File: config.mk
export PLATFORM = sky130hd
export DESIGN_NAME = pwm_duty_ramp_ctrl_flat
export DESIGN_NICKNAME = d
export VERILOG_FILES = /design/src/rtl/pwm_duty_ramp_ctrl_if.sv /design/src/rtl/pwm_duty_ramp_ctrl.sv /design/src/flat_wrapper.sv
export SDC_FILE = /design/constraint.sdc
export NUM_CORES = 1
export LEC_CHECK = 0
export CAP_MARGIN = 0
export CORE_MARGIN = 2
export CORE_UTILIZATION = 40
export CTS_CLUSTER_DIAMETER = 30
export DETAILED_ROUTE_END_ITERATION = 10
export PLACE_DENSITY_LB_ADDON = 0.2
export SYNTH_ARGS = -nofsm -noshare
export SYNTH_HDL_FRONTEND = slang
export SYNTH_SLANG_ARGS = --single-unit
File: constraint.sdc
create_clock -name clk -period 10.2 [get_ports clk]
set_clock_uncertainty 0.05 [all_clocks]
set_input_delay 3.06 -clock clk [delete_from_list [all_inputs] [get_ports clk]]
set_output_delay 3.06 -clock clk [all_outputs]
set_load 0.02 [all_outputs]
File: src/rtl/pwm_duty_ramp_ctrl_if.sv
// Register-write, period-boundary and duty/status signals shared between
// the register path, the PWM timebase and the duty ramp controller.
`timescale 1ns/1ps
interface pwm_duty_ramp_ctrl_if;
  logic       ena;
  logic       wr_en;
  logic [1:0] wr_addr;
  logic [7:0] wr_data;
  logic       period_start;
  logic [7:0] duty_out;
  logic       busy;
  logic       done;

  modport master (
    output ena, wr_en, wr_addr, wr_data, period_start,
    input  duty_out, busy, done
  );

  modport slave (
    input  ena, wr_en, wr_addr, wr_data, period_start,
    output duty_out, busy, done
  );
endinterface

File: src/rtl/pwm_duty_ramp_ctrl.sv
// Duty ramp sequencer: walks the PWM duty value toward TARGET in STEP-sized
// increments, one step every INTERVAL PWM periods, only at period boundaries.
`timescale 1ns/1ps
module pwm_duty_ramp_ctrl (
  input  logic                 clk,
  input  logic                 rst,
  pwm_duty_ramp_ctrl_if.slave  bus
);

  typedef enum logic [0:0] {
    ST_IDLE = 1'b0,
    ST_RAMP = 1'b1
  } state_e;

  localparam logic [1:0] ADDR_TARGET   = 2'd0;
  localparam logic [1:0] ADDR_STEP     = 2'd1;
  localparam logic [1:0] ADDR_INTERVAL = 2'd2;
  localparam logic [1:0] ADDR_CTRL     = 2'd3;

  state_e     state_q, state_d;
  logic [7:0] duty_q, duty_d;
  logic [7:0] per_cnt_q, per_cnt_d;
  logic       done_q, done_d;
  logic [7:0] target_q, step_q, interval_q;

  logic       ctrl_wr_s, start_s, abort_s, jump_s;
  logic [8:0] per_cnt_inc_s;
  logic [7:0] stepped_s;

  // One step toward tgt, clamped so the result never passes tgt or wraps.
  function automatic logic [7:0] step_toward(input logic [7:0] duty,
                                             input logic [7:0] tgt,
                                             input logic [7:0] stp);
    logic [8:0] diff;
    logic [7:0] res;
    if (tgt > duty) begin
      diff = {1'b0, tgt} - {1'b0, duty};
      res  = (diff <= {1'b0, stp}) ? tgt : (duty + stp);
    end else if (tgt < duty) begin
      diff = {1'b0, duty} - {1'b0, tgt};
      res  = (diff <= {1'b0, stp}) ? tgt : (duty - stp);
    end else begin
      diff = 9'd0;
      res  = tgt;
    end
    return res;
  endfunction

  assign ctrl_wr_s     = bus.wr_en && (bus.wr_addr == ADDR_CTRL);
  assign abort_s       = ctrl_wr_s && bus.wr_data[1];
  assign jump_s        = ctrl_wr_s && bus.wr_data[2];
  assign start_s       = ctrl_wr_s && bus.wr_data[0];
  assign per_cnt_inc_s = {1'b0, per_cnt_q} + 9'd1;
  assign stepped_s     = step_toward(duty_q, target_q, step_q);

  // Configuration registers; writes are accepted even while disabled, and a
  // zero STEP/INTERVAL is stored as 1 so the ramp always makes progress.
  always_ff @(posedge clk) begin
    if (rst) begin
      target_q   <= 8'd0;
      step_q     <= 8'd1;
      interval_q <= 8'd1;
    end else if (bus.wr_en) begin
      case (bus.wr_addr)
        ADDR_TARGET:   target_q   <= bus.wr_data;
        ADDR_STEP:     step_q     <= (bus.wr_data == 8'd0) ? 8'd1 : bus.wr_data;
        ADDR_INTERVAL: interval_q <= (bus.wr_data == 8'd0) ? 8'd1 : bus.wr_data;
        default:       ;
      endcase
    end
  end

  // Next-state logic: CTRL writes take priority over a same-cycle period pulse.
  always_comb begin
    state_d   = state_q;
    duty_d    = duty_q;
    per_cnt_d = per_cnt_q;
    done_d    = 1'b0;
    if (!bus.ena) begin
      state_d   = ST_IDLE;
      per_cnt_d = 8'd0;
    end else if (abort_s) begin
      state_d   = ST_IDLE;
      per_cnt_d = 8'd0;
    end else if (jump_s) begin
      duty_d    = target_q;
      state_d   = ST_IDLE;
      per_cnt_d = 8'd0;
      done_d    = 1'b1;
    end else begin
      case (state_q)
        ST_IDLE: begin
          if (start_s) begin
            if (duty_q == target_q) begin
              done_d = 1'b1;
            end else begin
              state_d   = ST_RAMP;
              per_cnt_d = 8'd0;
            end
          end else begin
            state_d = ST_IDLE;
          end
        end
        ST_RAMP: begin
          if (start_s) begin
            per_cnt_d = 8'd0;
          end else if (bus.period_start) begin
            // >= rather than == so shrinking INTERVAL below the running count
            // steps at the next pulse instead of waiting for the counter to wrap.
            if (per_cnt_inc_s >= {1'b0, interval_q}) begin
              per_cnt_d = 8'd0;
              duty_d    = stepped_s;
              if (stepped_s == target_q) begin
                state_d = ST_IDLE;
                done_d  = 1'b1;
              end else begin
                state_d = ST_RAMP;
              end
            end else begin
              per_cnt_d = per_cnt_inc_s[7:0];
            end
          end else begin
            per_cnt_d = per_cnt_q;
          end
        end
        default: begin
          state_d   = ST_IDLE;
          per_cnt_d = 8'd0;
        end
      endcase
    end
  end

  // State, duty and done registers.
  always_ff @(posedge clk) begin
    if (rst) begin
      state_q   <= ST_IDLE;
      duty_q    <= 8'd0;
      per_cnt_q <= 8'd0;
      done_q    <= 1'b0;
    end else begin
      state_q   <= state_d;
      duty_q    <= duty_d;
      per_cnt_q <= per_cnt_d;
      done_q    <= done_d;
    end
  end

  assign bus.duty_out = duty_q;
  assign bus.busy     = (state_q == ST_RAMP);
  assign bus.done     = done_q;

endmodule

File: src/flat_wrapper.sv
// flat-port wrapper written by rule: the top's interface ports become plain ports
module pwm_duty_ramp_ctrl_flat 
  (clk, rst, bus_ena, bus_wr_en, bus_wr_addr, bus_wr_data, bus_period_start, bus_duty_out, bus_busy, bus_done);
  pwm_duty_ramp_ctrl_if bus_i ();
  input  logic clk;
  input  logic rst;
  input wire logic [$bits(bus_i.ena)-1:0] bus_ena;
  input wire logic [$bits(bus_i.wr_en)-1:0] bus_wr_en;
  input wire logic [$bits(bus_i.wr_addr)-1:0] bus_wr_addr;
  input wire logic [$bits(bus_i.wr_data)-1:0] bus_wr_data;
  input wire logic [$bits(bus_i.period_start)-1:0] bus_period_start;
  output wire logic [$bits(bus_i.duty_out)-1:0] bus_duty_out;
  output wire logic [$bits(bus_i.busy)-1:0] bus_busy;
  output wire logic [$bits(bus_i.done)-1:0] bus_done;
  assign bus_i.ena = bus_ena;
  assign bus_i.wr_en = bus_wr_en;
  assign bus_i.wr_addr = bus_wr_addr;
  assign bus_i.wr_data = bus_wr_data;
  assign bus_i.period_start = bus_period_start;
  assign bus_duty_out = bus_i.duty_out;
  assign bus_busy = bus_i.busy;
  assign bus_done = bus_i.done;
  pwm_duty_ramp_ctrl u_core (.clk(clk), .rst(rst), .bus(bus_i));
endmodule
======== Word level (Yosys, flattened, before mapping) ========
Index checks and enable logic that the tools add are counted.
storage, ports and cells
  register bits ........................... 42
  bits in latches ......................... 0
  RAM bits ................................ 0
  ROM bits ................................ 0
  bits of input ports ..................... 15
  output and inout port bits .............. 10
  logic and storage cells ................. 76
  memories ................................ 0
cells by class
  $add $sub $neg .......................... 5
  multipliers ............................. 0
  div/mod/pow operators ................... 0
  magnitude comparators ................... 5
  eq/ne operators ......................... 9
  shifts and indexed selects .............. 0
  multiplexer cells ....................... 31
  bitwise logic cells ..................... 3
  reduce and logical (&&, ||, !) cells .... 16
operators by type and width
  kind                   count
  $mux W8                15
  $le A9 B8 Y1           2
  $sub A8 B8 Y9          2
  $eq A8 B8 Y1           2
  $pmux W8 S2            1
  $mux W1                13
  $add A8 B1 Y9 const B  1
  $ge A9 B8 Y1           1
  $add A8 B8 Y8          1
  $gt A8 B8 Y1           1
  $logic_not A8 Y1       1
  $lt A8 B8 Y1           1
  $sub A8 B8 Y8          1
  $reduce_and A2 Y1      3
  $reduce_and A6 Y1      1
  $reduce_bool A2 Y1     3
  $eq A2 B2 Y1 const B   2
  $logic_and A1 B1 Y1    4
  $ne A2 B2 Y1 const B   2
  $pmux W1 S2            2
  $reduce_or A4 Y1       1
  $ne A3 B3 Y1 const B   1
  $not A1 Y1             3
  $reduce_and A3 Y1      1
  other kinds (4)        4

======== Depth between registers and ports, before layout ========
  depth in word-level cells ............... 12
  gate-level depth with buffers ........... 20
  depth with buffers taken out ............ 19

======== Worst setup path before layout ========
Ideal clock, no wire load.
  kind .................................... input-to-reg
  start point ............................. input bus_wr_en
  end point ............................... register u_core.duty_q[2] (netlist: u_core.bus.duty_out[2])
  arrival time ............................ 4.453 ns
  setup slack ............................. 5.560 ns
  stages .................................. 9
  buffers on the path ..................... 2
  cell sequence ........................... and3_1 -> clkbuf_1 -> nand2_1 -> nand2_1 -> o31ai_1 -> nor2b_1 -> clkbuf_1 -> and4_1 -> a2111oi_2
between the ends
  cells in the longest elaborated chain, start to end .. 4
RTL lines
  element                                         RTL line                                                                      source
  from (decl)                                     flat_wrapper.sv:8                                                             input wire logic [$bits(bus_i.wr_en)-1:0] bus_wr_en;
  $logic_and A1 B1 Y1 (*)                         pwm_duty_ramp_ctrl.sv:49                                                      assign ctrl_wr_s = bus.wr_en && (bus.wr_addr == ADDR_CTRL);
  $logic_and A1 B1 Y1, on equally long branches   pwm_duty_ramp_ctrl.sv:51, pwm_duty_ramp_ctrl.sv:50, pwm_duty_ramp_ctrl.sv:52
  $ne A2 B2 Y1 (no line) (tied with other cells)  -
  $reduce_and A6 Y1 (no line)                     -
  to (signal assigned)                            pwm_duty_ramp_ctrl.sv:143                                                     duty_q <= duty_d;
  to (decl)                                       pwm_duty_ramp_ctrl.sv:21                                                      logic [7:0] duty_q, duty_d;
Every way passes the cells marked *; elsewhere a longest branch is shown, timed or not.
A chain may end at the register's enable or synchronous reset.

======== Final worst setup path ========
  start point ............................. input bus_wr_addr[0]
  end point ............................... register u_core.duty_q[4] (netlist: u_core.bus.duty_out[4])
between the ends
  cells in the longest elaborated chain, start to end .. 5
RTL lines
  element                                         RTL line                                                                      source
  from (decl)                                     flat_wrapper.sv:9                                                             input wire logic [$bits(bus_i.wr_addr)-1:0] bus_wr_addr;
  $eq A2 B2 Y1 (*)                                pwm_duty_ramp_ctrl.sv:49
  $logic_and A1 B1 Y1 (*)                         pwm_duty_ramp_ctrl.sv:49
  $logic_and A1 B1 Y1, on equally long branches   pwm_duty_ramp_ctrl.sv:51, pwm_duty_ramp_ctrl.sv:50, pwm_duty_ramp_ctrl.sv:52
  $ne A2 B2 Y1 (no line) (tied with other cells)  -
  $reduce_and A6 Y1 (no line)                     -
Marked as above.

==> reports/summary.txt <==
CP arrival -> 5.30 ns
die extent in x -> 103 microns
port buffer count -> 24
final core occ -> 0.455
pins over their slew limit -> 0
Core Region -> 9640 sq um
Initial Util -> 0.407
worst path required time -> 10.33 ns
Fin Setup TNS -> 0 ns
share of total power in the clock network -> 0.306
Clock Latency Late Sink -> 0.30 ns
fin crit share -> 0.507
Yosys Warn Count -> 0
vias in the first global route -> 3,479
Sequential Area -> 841 sq um
first-pass GRT wire length -> 18.0 mm
num rows -> 36
CP peak stage delay -> 0.57 ns
VDD IR max -> 0.000100 V
fmax -> 0.194 GHz
Pwr per Cell Area -> 122 nW/um^2
CP Cell Sequence -> clkdlybuf4s50_1 -> and3_1 -> nand2_1 -> nand2_1 -> o31ai_1 -> nor2b_1 -> and4_1 -> a2111oi_2
Detail Route Antenna Nets -> 0
post-route cell area -> 4390 sq um
Final Hold Vio Count -> 0
Synth Register Bits -> 42
Hold Path Depth -> 2
worst hold slack -> 0.408 ns
DRC viols -> 0
Hold Path Class -> reg2reg
R2R cell count -> 19
Fillers -> 1,009
IO Pins -> 25
sequential area share after synthesis -> 0.214
CTS root buffer -> clkbuf_8
Gate power share -> 0.370
Clk pin slew, worst setup/hold paths -> 0.09 ns
GR Overflow Total -> 0
Lkg Pwr -> 1.77 nW
Crit path depth -> 8
max_cap viols -> 0
Syn Nets -> 576
slew margin rel. -> 0.340
Overall Power -> 0.000536 W
sequential power share -> 0.324
# nets final -> 587
Least-Margin Pin Slew -> 0.986 ns
synthesized area per cell -> 7.80 sq um
WP buf/inv -> 1
Routed WL -> 11.1 mm
Worst setup SP type -> input port
Cells after Synth -> 503
Yosys cell types -> 57
Top cell by count, worst path -> nand2_1
crit path kind -> in2reg
PostCTS Resize Cnt -> 0
Via density -> 5.67
layout cells sized above 1 -> 0.0427
cell family with most CP delay -> simple AND/OR/NAND/NOR gates
worst-path maximum fanout -> 9
Switching Fraction -> 0.339
Die Y-Extent -> 103 microns
# diodes -> 0
pin count of the biggest net entering global routing -> 32
status -> complete, no violations
vias -> 3,677
area grow syn2layout -> 11.9%
# clock sinks -> 42
Tmin final -> 5.17 ns
Post-synth ARST share -> 0
wire per inst -> 17.1 microns
clk buf depth -> 2
internal power consumption -> 0.000354 W
CP max-delay cell -> nor2b_1
setup violators final -> 0
H-tree Lvls -> 2
Worst Setup End Kind -> flip-flop
footprint of the multi-input gates -> 2820 sq um
Num CTS Buffers -> 5
antenna violations before repair -> 0
EDFF count, synth -> 0
CTS tree -> yes
RSZ-0062 raised after global routing -> false
Global Route Usage Sum -> 0.217
Psw -> 0.000182 W
Post-DP HPWL -> 8.83 mm
1st-iter DRT viols -> 219
hold-fix buffers at CTS -> 0
Die ar. -> 10,600 sq um
GPL Wtd Cong -> 0.966
main flop type after synthesis -> dfxtp_1
Post-Place Cell Area -> 4250 sq um
Post-Syn Area -> 3930 sq um
post-CTS setup buffer count -> 0
drt first pass iters -> 6
==> state kept, by name, indices dropped and copies added (netlist names) <==
name / count
u_core.target_q: 8
u_core.bus.duty_out: 8
u_core.interval_q: 8
u_core.step_q: 8
u_core.bus.done: 1
u_core.per_cnt_q: 8
u_core.bus.busy: 1
==> metrics by stage <==
step / worst slack [ns] / cells
3_3_place_gp: 4.84 / 640
5_1_grt: 4.91 / 648
4_1_cts: 5.04 / 648
2_1_floorplan: 5.56 / 503
3_5_place_dp: 4.71 / 640
6_report: 5.03 / 648
==> placed cells by master, fill, tap and decap left out, drive strengths merged, types with 6 or more instances in the layout <==
cell type / Yosys / layout
dfxtp: 42 / 42
a21oi: 48 / 48
o221ai: 9 / 9
nor2b: 6 / 6
nand3: 7 / 7
and3: 6 / 6
xnor2: 19 / 19
clkbuf: 16 / 6
a21o: 8 / 8
o211ai: 6 / 6
nand3b: 6 / 6
o21ai: 13 / 13
o21a: 10 / 10
ha: 54 / 54
xor2: 14 / 14
nor3: 12 / 12
nor2: 46 / 46
nand4: 6 / 6
nand2: 51 / 51
inv: 45 / 45
clkdlybuf4s50: 0 / 24
==> power groups by stage <==
stage	clock [W]	sequential (W)	combinational [W]
6_report	0.000164	0.000174	0.000198
4_1_cts	0.000168	0.000174	0.000195
3_5_place_dp	0	0.000178	0.000195
2_1_floorplan	0	0.000176	0.000147
5_1_grt	0.000175	0.000174	0.000219
3_3_place_gp	0	0.000178	0.000193
==> cell usage after synthesis, types with 10 or more instances <==
cell	instances	area (sq um)
clkbuf_1	16	60.1
dfxtp_1	42	841
xnor2_1	19	166
o21ai_0	13	65.1
o21a_1	10	75.1
a21oi_1	47	235
xor2_1	14	123
inv_1	45	169
nand2_1	51	191
nor2_1	46	173
nor3_1	11	55.1
ha_1	54	676
==> tightest hold or removal path, cell delays in order (launching register included) <==
cell and delay [ns]:
dfxtp_1 0.31, nand2_1 0.05, a21oi_1 0.05
==> routing by layer <==
metal / track usage / routed length [microns] / share of wire
met5: 0 / 0 / 0
met4: 0.0709 / 285 / 0.026
met3: 0.0251 / 507 / 0.046
met2: 0.369 / 5250 / 0.48
met1: 0.287 / 5010 / 0.45
==> cells by family (layout without fill, tap and decap cells) <==
kind of cell | Yosys count | count (layout) | synth area share
xor+xnor | 33 | 33 | 0.0736
buf+inv | 66 | 78 | 0.0676
fa+ha+maj | 58 | 58 | 0.193
simple gates | 161 | 161 | 0.198
compound gates | 142 | 142 | 0.252
flops | 42 | 42 | 0.214
mux | 1 | 1 | 0.00287
==> final timing paths <==
kind | startpoint | endpoint | slack [ns]
worst max register to register | u_core.bus.duty_out[1]$_SDFFE_PP0P_ | u_core.bus.done$_SDFF_PP0_ | 5.46
worst max-delay path | bus_wr_addr[0] | u_core.bus.duty_out[4]$_SDFFE_PP0P_ | 5.03
worst min register to register | u_core.interval_q[3]$_SDFFE_PP0P_ | u_core.interval_q[3]$_SDFFE_PP0P_ | 0.41
worst min-delay path | u_core.interval_q[3]$_SDFFE_PP0P_ | u_core.interval_q[3]$_SDFFE_PP0P_ | 0.41
==> area by class of cell <==
| cell class | instances | area share |
|---|---|---|
| Sequential cell | 42 | 0.192 |
| Inverter | 45 | 0.0385 |
| Tap cell | 133 | 0.0379 |
| Clock inverter | 2 | 0.0137 |
| Clock buffer | 6 | 0.0188 |
| Timing Repair Buffer | 25 | 0.0564 |
| Multi-Input combinational cell | 395 | 0.643 |
Note: power is estimated with default switching activity, not from simulation.
